File: src/rtl/masked_pkg.sv
// masked_pkg
//   Shared definitions for the masked datapath units.
//   DWIDTH_DEF / SHARES_DEF / DEPTH_DEF : default share width, share count and
//                                         buffer depth.
//   shr(i, dwidth)        : bit offset of share i inside a packed share vector.
//   ring_prev(i, shares)  : index of the ring predecessor of share i.
package masked_pkg;

  localparam int DWIDTH_DEF = 32;
  localparam int SHARES_DEF = 2;
  localparam int DEPTH_DEF  = 2;

  function automatic int shr(input int i, input int dwidth);
    return i * dwidth;
  endfunction

  function automatic int ring_prev(input int i, input int shares);
    return (i + shares - 1) % shares;
  endfunction

endpackage

File: src/rtl/masked_refresh.sv
// masked_refresh
//   Combinational ring refresh of a Boolean-shared value:
//     out_i = in_i ^ R_i ^ R_((i-1) mod SHARES)
//   Every R_j appears in exactly two output shares, so the XOR of all shares
//   (the unmasked value) is unchanged. Each output share only combines one input
//   share with randomness; shares are never mixed with each other.
// Ports
//   InxDI      in   DWIDTH*SHARES  input shares, share i at [DWIDTH*i+:DWIDTH]
//   RandomxDI  in   DWIDTH*SHARES  fresh randomness R_i at [DWIDTH*i+:DWIDTH]
//   OutxDO     out  DWIDTH*SHARES  refreshed shares
module masked_refresh
  import masked_pkg::*;
#(
  parameter int DWIDTH = DWIDTH_DEF,
  parameter int SHARES = SHARES_DEF
) (
  input  logic [DWIDTH*SHARES-1:0] InxDI,
  input  logic [DWIDTH*SHARES-1:0] RandomxDI,
  output logic [DWIDTH*SHARES-1:0] OutxDO
);

  for (genvar i = 0; i < SHARES; i++) begin : gen_share
    localparam int Lo     = shr(i, DWIDTH);
    localparam int PrevLo = shr(ring_prev(i, SHARES), DWIDTH);

    assign OutxDO[Lo+:DWIDTH] = InxDI[Lo+:DWIDTH] ^ RandomxDI[Lo+:DWIDTH]
                              ^ RandomxDI[PrevLo+:DWIDTH];
  end

endmodule

File: src/rtl/masked_resp_buffer.sv
// masked_resp_buffer
//   Downstream stage of the masked adder/subtractor. Captures the one-cycle
//   result pulse, re-masks the shares with fresh randomness and holds them in a
//   small FIFO behind a valid/ready port. Upstream issue is throttled so that
//   every issued request has a guaranteed free slot when its result returns.
// Ports
//   ClkxCI         in   1               clock, rising edge
//   RstxBI         in   1               asynchronous active-high reset
//   IssuexSI       in   1               adder request accepted this cycle
//   IssueAllowxSO  out  1               upstream may issue a new request
//   InValidxSI     in   1               adder result pulse
//   InDataxDI      in   DWIDTH*SHARES   adder result shares
//   RandomxDI      in   DWIDTH*SHARES   refresh randomness
//   OutValidxSO    out  1               FIFO head valid
//   OutReadyxSI    in   1               consumer accepts head
//   OutDataxDO     out  DWIDTH*SHARES   head entry (refreshed shares)
//   CountxDO       out  $clog2(DEPTH)+1 occupancy
//   OverflowxSO    out  1               sticky: result arrived while full
module masked_resp_buffer
  import masked_pkg::*;
#(
  parameter int DWIDTH = DWIDTH_DEF,
  parameter int SHARES = SHARES_DEF,
  parameter int DEPTH  = DEPTH_DEF
) (
  input  logic                       ClkxCI,
  input  logic                       RstxBI,
  input  logic                       IssuexSI,
  output logic                       IssueAllowxSO,
  input  logic                       InValidxSI,
  input  logic [DWIDTH*SHARES-1:0]   InDataxDI,
  input  logic [DWIDTH*SHARES-1:0]   RandomxDI,
  output logic                       OutValidxSO,
  input  logic                       OutReadyxSI,
  output logic [DWIDTH*SHARES-1:0]   OutDataxDO,
  output logic [$clog2(DEPTH):0]     CountxDO,
  output logic                       OverflowxSO
);

  localparam int W  = DWIDTH * SHARES;
  localparam int PW = $clog2(DEPTH);
  localparam int CW = PW + 1;

  logic [W-1:0]  MemxDP [DEPTH];
  logic [PW-1:0] RdPtrxDP, WrPtrxDP;
  logic [CW-1:0] CountxDP;
  logic          InFlightxDP;
  logic          OverflowxDP;

  logic          PushxS, PopxS;
  logic [W-1:0]  RefreshedxD;
  logic [CW:0]   PendingxD;

  masked_refresh #(
    .DWIDTH (DWIDTH),
    .SHARES (SHARES)
  ) i_refresh (
    .InxDI     (InDataxDI),
    .RandomxDI (RandomxDI),
    .OutxDO    (RefreshedxD)
  );

  assign OutValidxSO = (CountxDP != '0);
  assign PopxS       = OutValidxSO & OutReadyxSI;
  // A full FIFO still accepts a result when the head leaves in the same cycle.
  assign PushxS      = InValidxSI & ((CountxDP < CW'(DEPTH)) | PopxS);

  // Entries already stored plus the result still owed by the adder must fit.
  assign PendingxD     = {1'b0, CountxDP} + {{CW{1'b0}}, InFlightxDP};
  assign IssueAllowxSO = (PendingxD < (CW+1)'(DEPTH));

  assign OutDataxDO  = MemxDP[RdPtrxDP];
  assign CountxDO    = CountxDP;
  assign OverflowxSO = OverflowxDP;

  // NOTE: the storage is reset as well so the head reads 0 after reset rather
  // than stale data; at this depth the extra reset wiring is negligible.
  always_ff @(posedge ClkxCI or posedge RstxBI) begin
    if (RstxBI) begin
      for (int i = 0; i < DEPTH; i++) MemxDP[i] <= '0;
    end else if (PushxS) begin
      MemxDP[WrPtrxDP] <= RefreshedxD;
    end
  end

  // NOTE: all state uses non-blocking assignments so every register samples
  // the pre-edge values of the others, independent of statement order.
  always_ff @(posedge ClkxCI or posedge RstxBI) begin
    if (RstxBI) begin
      RdPtrxDP    <= '0;
      WrPtrxDP    <= '0;
      CountxDP    <= '0;
      InFlightxDP <= 1'b0;
      OverflowxDP <= 1'b0;
    end else begin
      if (PushxS) WrPtrxDP <= WrPtrxDP + PW'(1);
      if (PopxS)  RdPtrxDP <= RdPtrxDP + PW'(1);
      CountxDP <= CountxDP + CW'(PushxS) - CW'(PopxS);

      // A new issue in the result cycle wins: the adder is idle again.
      if (IssuexSI)        InFlightxDP <= 1'b1;
      else if (InValidxSI) InFlightxDP <= 1'b0;

      if (InValidxSI && !PushxS) OverflowxDP <= 1'b1;
    end
  end

endmodule

File: config.mk
export PLATFORM = sky130hd
export DESIGN_NAME = masked_resp_buffer
export DESIGN_NICKNAME = d
export VERILOG_FILES = /design/src/rtl/masked_pkg.sv /design/src/rtl/masked_refresh.sv /design/src/rtl/masked_resp_buffer.sv
export SDC_FILE = /design/constraint.sdc
export NUM_CORES = 1
export LEC_CHECK = 0
export BUFFER_PORTS_ARGS = -buffer_cell sky130_fd_sc_hd__clkbuf_2
export CORE_UTILIZATION = 50
export DETAILED_ROUTE_END_ITERATION = 6
export PLACE_DENSITY = 0.78
export SYNTH_ARGS = -nofsm -noshare
export SYNTH_HDL_FRONTEND = slang
export SYNTH_SLANG_ARGS = --single-unit
File: constraint.sdc
create_clock -name ClkxCI -period 5.6 [get_ports ClkxCI]
set_clock_uncertainty 0.15 [all_clocks]
set_input_delay 1.12 -clock ClkxCI [delete_from_list [all_inputs] [get_ports ClkxCI]]
set_output_delay 1.12 -clock ClkxCI [all_outputs]
set_load 0.01 [all_outputs]
==> flow_summary.toml, run 1 <==
[status]
status = "finished, final reports clean"

[timing]
final.period_utilization_pct = 65.61
fmax_ghz = 0.2722
drv_slew = 0
finalCriticalPeriod_ps = 3674
rsz0062_at_grt = "no"
worst_pin_slew_ps = 1218
hold_violations = 0
setup_violations = 0
timing.hold.ws_ps = 315.0
slew_headroom_pct = 18.77
tns_ps = 0

[logic_synthesis]
ys_warn_count = 0
synth_common_cells = "180 x mux2_2, 134 x dfrtp_1, 99 x xnor2_1"
netlist.area_leader.share_pct = 50.55
synthCells = 461
synth_nets = 596
synth_cell_type_count = 19
synth.area.top_cells = "dfrtp_1 51%, mux2_2 31%, xnor2_1 13%"
synth_area_per_cell_sq_um = 14.39
ys_seq_area_share_pct = 50.55
synth_area_leader_cell = "dfrtp_1"
synth_top_flop_cell = "dfrtp_1"
syn-cell-area_sq_um = 6634
ys_ff_latch = 134
synthArstFlopShare_pct = 100.0
yosysMostFrequentCell = "mux2_2"
synth_edf_count = 0

[drt]
ant_nets = 0
drcViolationCount = 0
drtPass1Iterations = 4
drtIter0Drc = 140
routedWlPerCell_um = 15.41
drt-total-wl_um = 13100
vias = 4254
vias_per_cell = 5.005

[global_routing]
grt-ovfl-total = 0
grt_pass1_wl_um = 21110
antenna_found_initial = 0
grt_pass1_vias = 4589
grt_use_total_pct = 20.18
grt_max_degree = 65

[min_path]
hold_path.class = "flip-flop to flip-flop"
hold_end = "OverflowxSO$_DFFE_PP0P_"
min_from = "OverflowxSO$_DFFE_PP0P_"
hold_depth = 1

[finish]
areaGrowthSynthToFinish_pct = 25.33
nFillCells = 966
antenna_cells = 0
finalNonFillerCells = 850
drive_above_1_share_pct = 61.95
nNetsFinal = 801

[clocking]
root_buffer = "clkbuf_16"
numCtsBuffers = 17
post_cts_buffers = 0
cts.repair.resized = 0
htreeDepth = 4
tritoncts = "done"
clock_sinks = 134
clkLatencyLatePin_ps = 410
postCtsHoldBufs = 0
cts_buffer_depth = 2
clk_pin_slew_worst_paths_ps = 60

[setup_path]
reg2reg_setup_slack_ps = 2970
cp-start-kind = "flip-flop"
required_ps = 4330
timing.rr.start = "CountxDO[1]$_DFF_PP0_"
rr_endpoint = "MemxDP[23]$_DFFE_PP0P_"
path_class = "flip-flop to primary output"
crit_path_end_kind = "primary output"
arrival_ps = 2400
path_max_fanout = 40
r2r_cells = 4

[power_and_ir_drop]
p_per_area_nw_per_um2 = 576.0
peakVddDrop_mv = 0.3517
power_uw = 4789
total_leakage_power_uw = 0.003712

[floorplan]
dieArea_sq_um = 13730
fp.dieW_um = 117.2
initial_core_util_pct = 51.93
core_area_sq_um = 12770
rows = 41
num_io_pins = 202
dieHeight_um = 117.2

[run]
maxCapViolations = 0

[placed_design]
dp_hpwl_um = 9576
port_buffers = 201
gp_congestion = 0.7488
dp.cells = 819
[how the worst max path moves through the flow]
stage | from | end | slack, ps | cells past startpoint
after floorplan | RstxBI | CountxDO[0]$_DFF_PP0_ | 750 | 1
after global placement | OutReadyxSI | MemxDP[17]$_DFFE_PP0P_ | 2200 | 5
after detailed placement | OutReadyxSI | MemxDP[23]$_DFFE_PP0P_ | 2170 | 5
after CTS | RdPtrxDP$_DFFE_PP0P_ | OutDataxDO[18] | 1890 | 3
after global routing | RdPtrxDP$_DFFE_PP0P_ | OutDataxDO[46] | 1800 | 3
final | RdPtrxDP$_DFFE_PP0P_ | OutDataxDO[18] | 1930 | 3
[report_power, final]
part | total [uW] | internal (uW) | switching, uW | leakage [uW]
Combinational | 1990 | 1150 | 841 | 0.00187
Sequential | 1770 | 1460 | 310 | 0.00157
Clock | 1030 | 638 | 389 | 0.000268
Total | 4790 | 3250 | 1540 | 0.00371
[logic make-up (layout without fill, tap and decap cells)]
group | after synthesis | after routing | share of synthesized area [%]
compound gates | 3 | 3 | 0.3016
xor+xnor | 100 | 100 | 13.20
fa+ha+maj | 2 | 2 | 0.3772
buf+inv | 23 | 240 | 2.207
flops | 134 | 134 | 50.55
mux | 192 | 192 | 32.59
simple gates | 7 | 7 | 0.7736
[stage by stage]
stage | util, % | setup WS, ps | instance area [sq um]
after CTS | 65.09 | 1887 | 8314
after floorplan | - | 747.2 | 6634
final | 65.09 | 1926 | 8314
after detailed placement | 60.77 | 2171 | 7762
after global routing | 65.09 | 1798 | 8314
after global placement | 60.77 | 2200 | 7762
[state kept, by name, indices dropped and copies added (netlist names)]
name	cells
OverflowxSO	1
InFlightxDP	1
RdPtrxDP	1
CountxDO	2
MemxDP	128
WrPtrxDP	1
[critical path: stages, from the launching register on]
cell and delay, ps:
dfrtp_2 990, buf_4 460, mux2_2 390, clkbuf_2 130
[cells in the final DEF (no fill, tap or decap), types with 2 or more instances in the layout]
cell type   count
a21o_1          2
buf_4           5
clkbuf_1        2
clkbuf_16      17
clkbuf_2      201
clkbuf_8        3
clkinv_2        5
clkinvlp_4      3
dfrtp_1       133
ha_1            2
inv_1           2
mux2_1         12
mux2_2        180
xnor2_1        99
[layout make-up]
cell class / instances / area (sq um) / share of cell area (%)
clock buffers: 22 / 474.2 / 5.704
clock inverters: 9 / 77.57 / 0.9330
inverters: 3 / 13.76 / 0.1655
multi-input cells: 304 / 3136 / 37.71
flip-flops and latches: 134 / 3354 / 40.35
well taps: 172 / 215.2 / 2.588
repair buffers: 206 / 1044 / 12.55
[layer usage]
metal / share of wire [%] / global-route usage (%)
met5: 0 / 0
met4: 2.3 / 8.186
met3: 4.7 / 4.119
met2: 53 / 36.16
met1: 40 / 23.62
(Power assumes the default switching activity.)
==> run 2, diff against run 1 <==
--- a/config.mk
+++ b/config.mk
@@ -6,9 +6,9 @@
 export NUM_CORES = 1
 export LEC_CHECK = 0
 export BUFFER_PORTS_ARGS = -buffer_cell sky130_fd_sc_hd__clkbuf_2
-export CORE_UTILIZATION = 50
+export CORE_UTILIZATION = 47
 export DETAILED_ROUTE_END_ITERATION = 6
-export PLACE_DENSITY = 0.78
+export PLACE_DENSITY = 0.77
 export SYNTH_ARGS = -nofsm -noshare
 export SYNTH_HDL_FRONTEND = slang
 export SYNTH_SLANG_ARGS = --single-unit
==> constraint.sdc (replaced) <==
create_clock -name ClkxCI -period 3.2 [get_ports ClkxCI]
set_clock_uncertainty 0.15 [all_clocks]
set_input_delay 0.64 -clock ClkxCI [delete_from_list [all_inputs] [get_ports ClkxCI]]
set_output_delay 0.64 -clock ClkxCI [all_outputs]
set_load 0.01 [all_outputs]
==> run 2 against run 1 <==
Against the previous run: clock power rose by 100%; setup slack worse by 1300 ps; non-clock buffer count is 2 higher; register-to-register slack worse by 1700 ps; cell count increased by 1.2%; final area increased by 1.6%; sequential cell count stayed put; first-iteration DRC count fell by 22%; via count increased by 1.7%; critical endpoint is now OutDataxDO[44].
==> flow_summary.toml, run 2 (synthesis results as in run 1) <==
[drt]
drcViolationCount = 0
drtPass1Iterations = 4
drtIter0Drc = 109
vias = 4328
vias_per_cell = 5.033
drt-total-wl_um = 12940
ant_nets = 0
routedWlPerCell_um = 15.04

[timing]
tns_ps = 0
setup_violations = 0
final.period_utilization_pct = 79.58
fmax_ghz = 0.3927
rsz0062_at_grt = "no"
finalCriticalPeriod_ps = 2547
drv_slew = 0
slew_headroom_pct = 50.66
worst_pin_slew_ps = 740.1
fin_ws_ps = 653.4
hold_violations = 0
timing.hold.ws_ps = 186.9

[finish]
layout_commonest_cell = "clkbuf_2"
areaGrowthSynthToFinish_pct = 27.33
antenna_cells = 0
largest_reg_flops = 128
regMostFlops = "MemxDP"
mostFrequentLayoutCells = "201 x clkbuf_2, 180 x mux2_2, 133 x dfrtp_1"
nNetsFinal = 803
design_area_sq_um = 8447
drive_above_1_share_pct = 62.06

[placed_design]
dp_hpwl_um = 9055
gp_congestion = 0.7206
place_area_sq_um = 7814
dp_slack_ps = 1027
port_buffers = 201

[clocking]
postCtsHoldBufs = 0
root_buffer = "clkbuf_16"
cts.repair.resized = 0
htreeDepth = 4
clk_pin_slew_worst_paths_ps = 50
tritoncts = "done"
clkLatencyLatePin_ps = 410
post_cts_buffers = 0
numCtsBuffers = 17
cts_buffer_depth = 2
clock_sinks = 134

[setup_path]
arrival_ps = 1760
required_ps = 2410
r2r_cells = 7
crit_path_end_kind = "primary output"
reg2reg_setup_slack_ps = 1250
cp-start-kind = "flip-flop"
rr_endpoint = "CountxDO[1]$_DFF_PP0_"
endpoint = "OutDataxDO[44]"
crit_path_start = "RdPtrxDP$_DFFE_PP0P_"
path_class = "flip-flop to primary output"
path_max_fanout = 35
timing.rr.start = "CountxDO[1]$_DFF_PP0_"

[floorplan]
fp.dieW_um = 120.8
rows = 43
initial_core_util_pct = 47.98
dieArea_sq_um = 14590
num_io_pins = 202
core_area_sq_um = 13830
dieHeight_um = 120.8

[run]
maxCapViolations = 0

[global_routing]
antenna_found_initial = 0
grt_pass1_wl_um = 21040
grt_use_total_pct = 18.84
grt-ovfl-total = 0
grt_pass1_vias = 4579
grt_max_degree = 77

[status]
status = "finished, final reports clean"

[power_and_ir_drop]
power_uw = 8658
p_per_area_nw_per_um2 = 1025
peakVddDrop_mv = 0.6921
total_leakage_power_uw = 0.003763

[min_path]
hold_path.class = "input pin to async pin"
==> run 2: area by class of cell <==
type,count,area [sq um]
multi-input cells,304,3136
repair buffers,208,1084
fillers,1105,5380
flip-flops and latches,134,3354
clock buffers,23,488.0
inverters,3,15.01
clock inverters,8,145.1
well taps,180,225.2
==> run 2: worst max-delay path: stages (launching register included) <==
cell      delay (ps)
dfrtp_2          350
buf_4            430
mux2_2           410
clkbuf_2         130
==> run 2: worst min-delay path by stage <==
stage,startpoint,end
global route,RstxBI,MemxDP[92]$_DFFE_PP0P_
global placement,OverflowxSO$_DFFE_PP0P_,OverflowxSO$_DFFE_PP0P_
CTS,RstxBI,MemxDP[28]$_DFFE_PP0P_
detailed placement,OverflowxSO$_DFFE_PP0P_,OverflowxSO$_DFFE_PP0P_
finish,RstxBI,MemxDP[92]$_DFFE_PP0P_
floorplan,InFlightxDP$_DFFE_PP0P_,InFlightxDP$_DFFE_PP0P_
==> run 2: metrics by stage <==
| step | std cells | util (%) |
|---|---|---|
| 2_1_floorplan | 461 | - |
| 3_5_place_dp | 829 | 56.51 |
| 3_3_place_gp | 829 | 56.51 |
| 5_1_grt | 860 | 61.09 |
| 6_report | 860 | 61.09 |
| 4_1_cts | 860 | 61.09 |
==> run 2: report_power, final <==
| group | switching, uW | leakage (uW) | internal (uW) |
|---|---|---|---|
| clock | 677 | 0.000305 | 1380 |
| sequential | 414 | 0.00157 | 2560 |
| combinational | 1600 | 0.00189 | 2020 |
==> run 2: routing by layer <==
metal | GRT usage, % | routed length (um) | vias up
li1 | - | - | 2015
met1 | 21.74 | 5315 | 2174
met2 | 32.44 | 6751 | 123
met3 | 5.991 | 678 | 16
met4 | 7.407 | 193 | 0
met5 | 0 | 0 | -
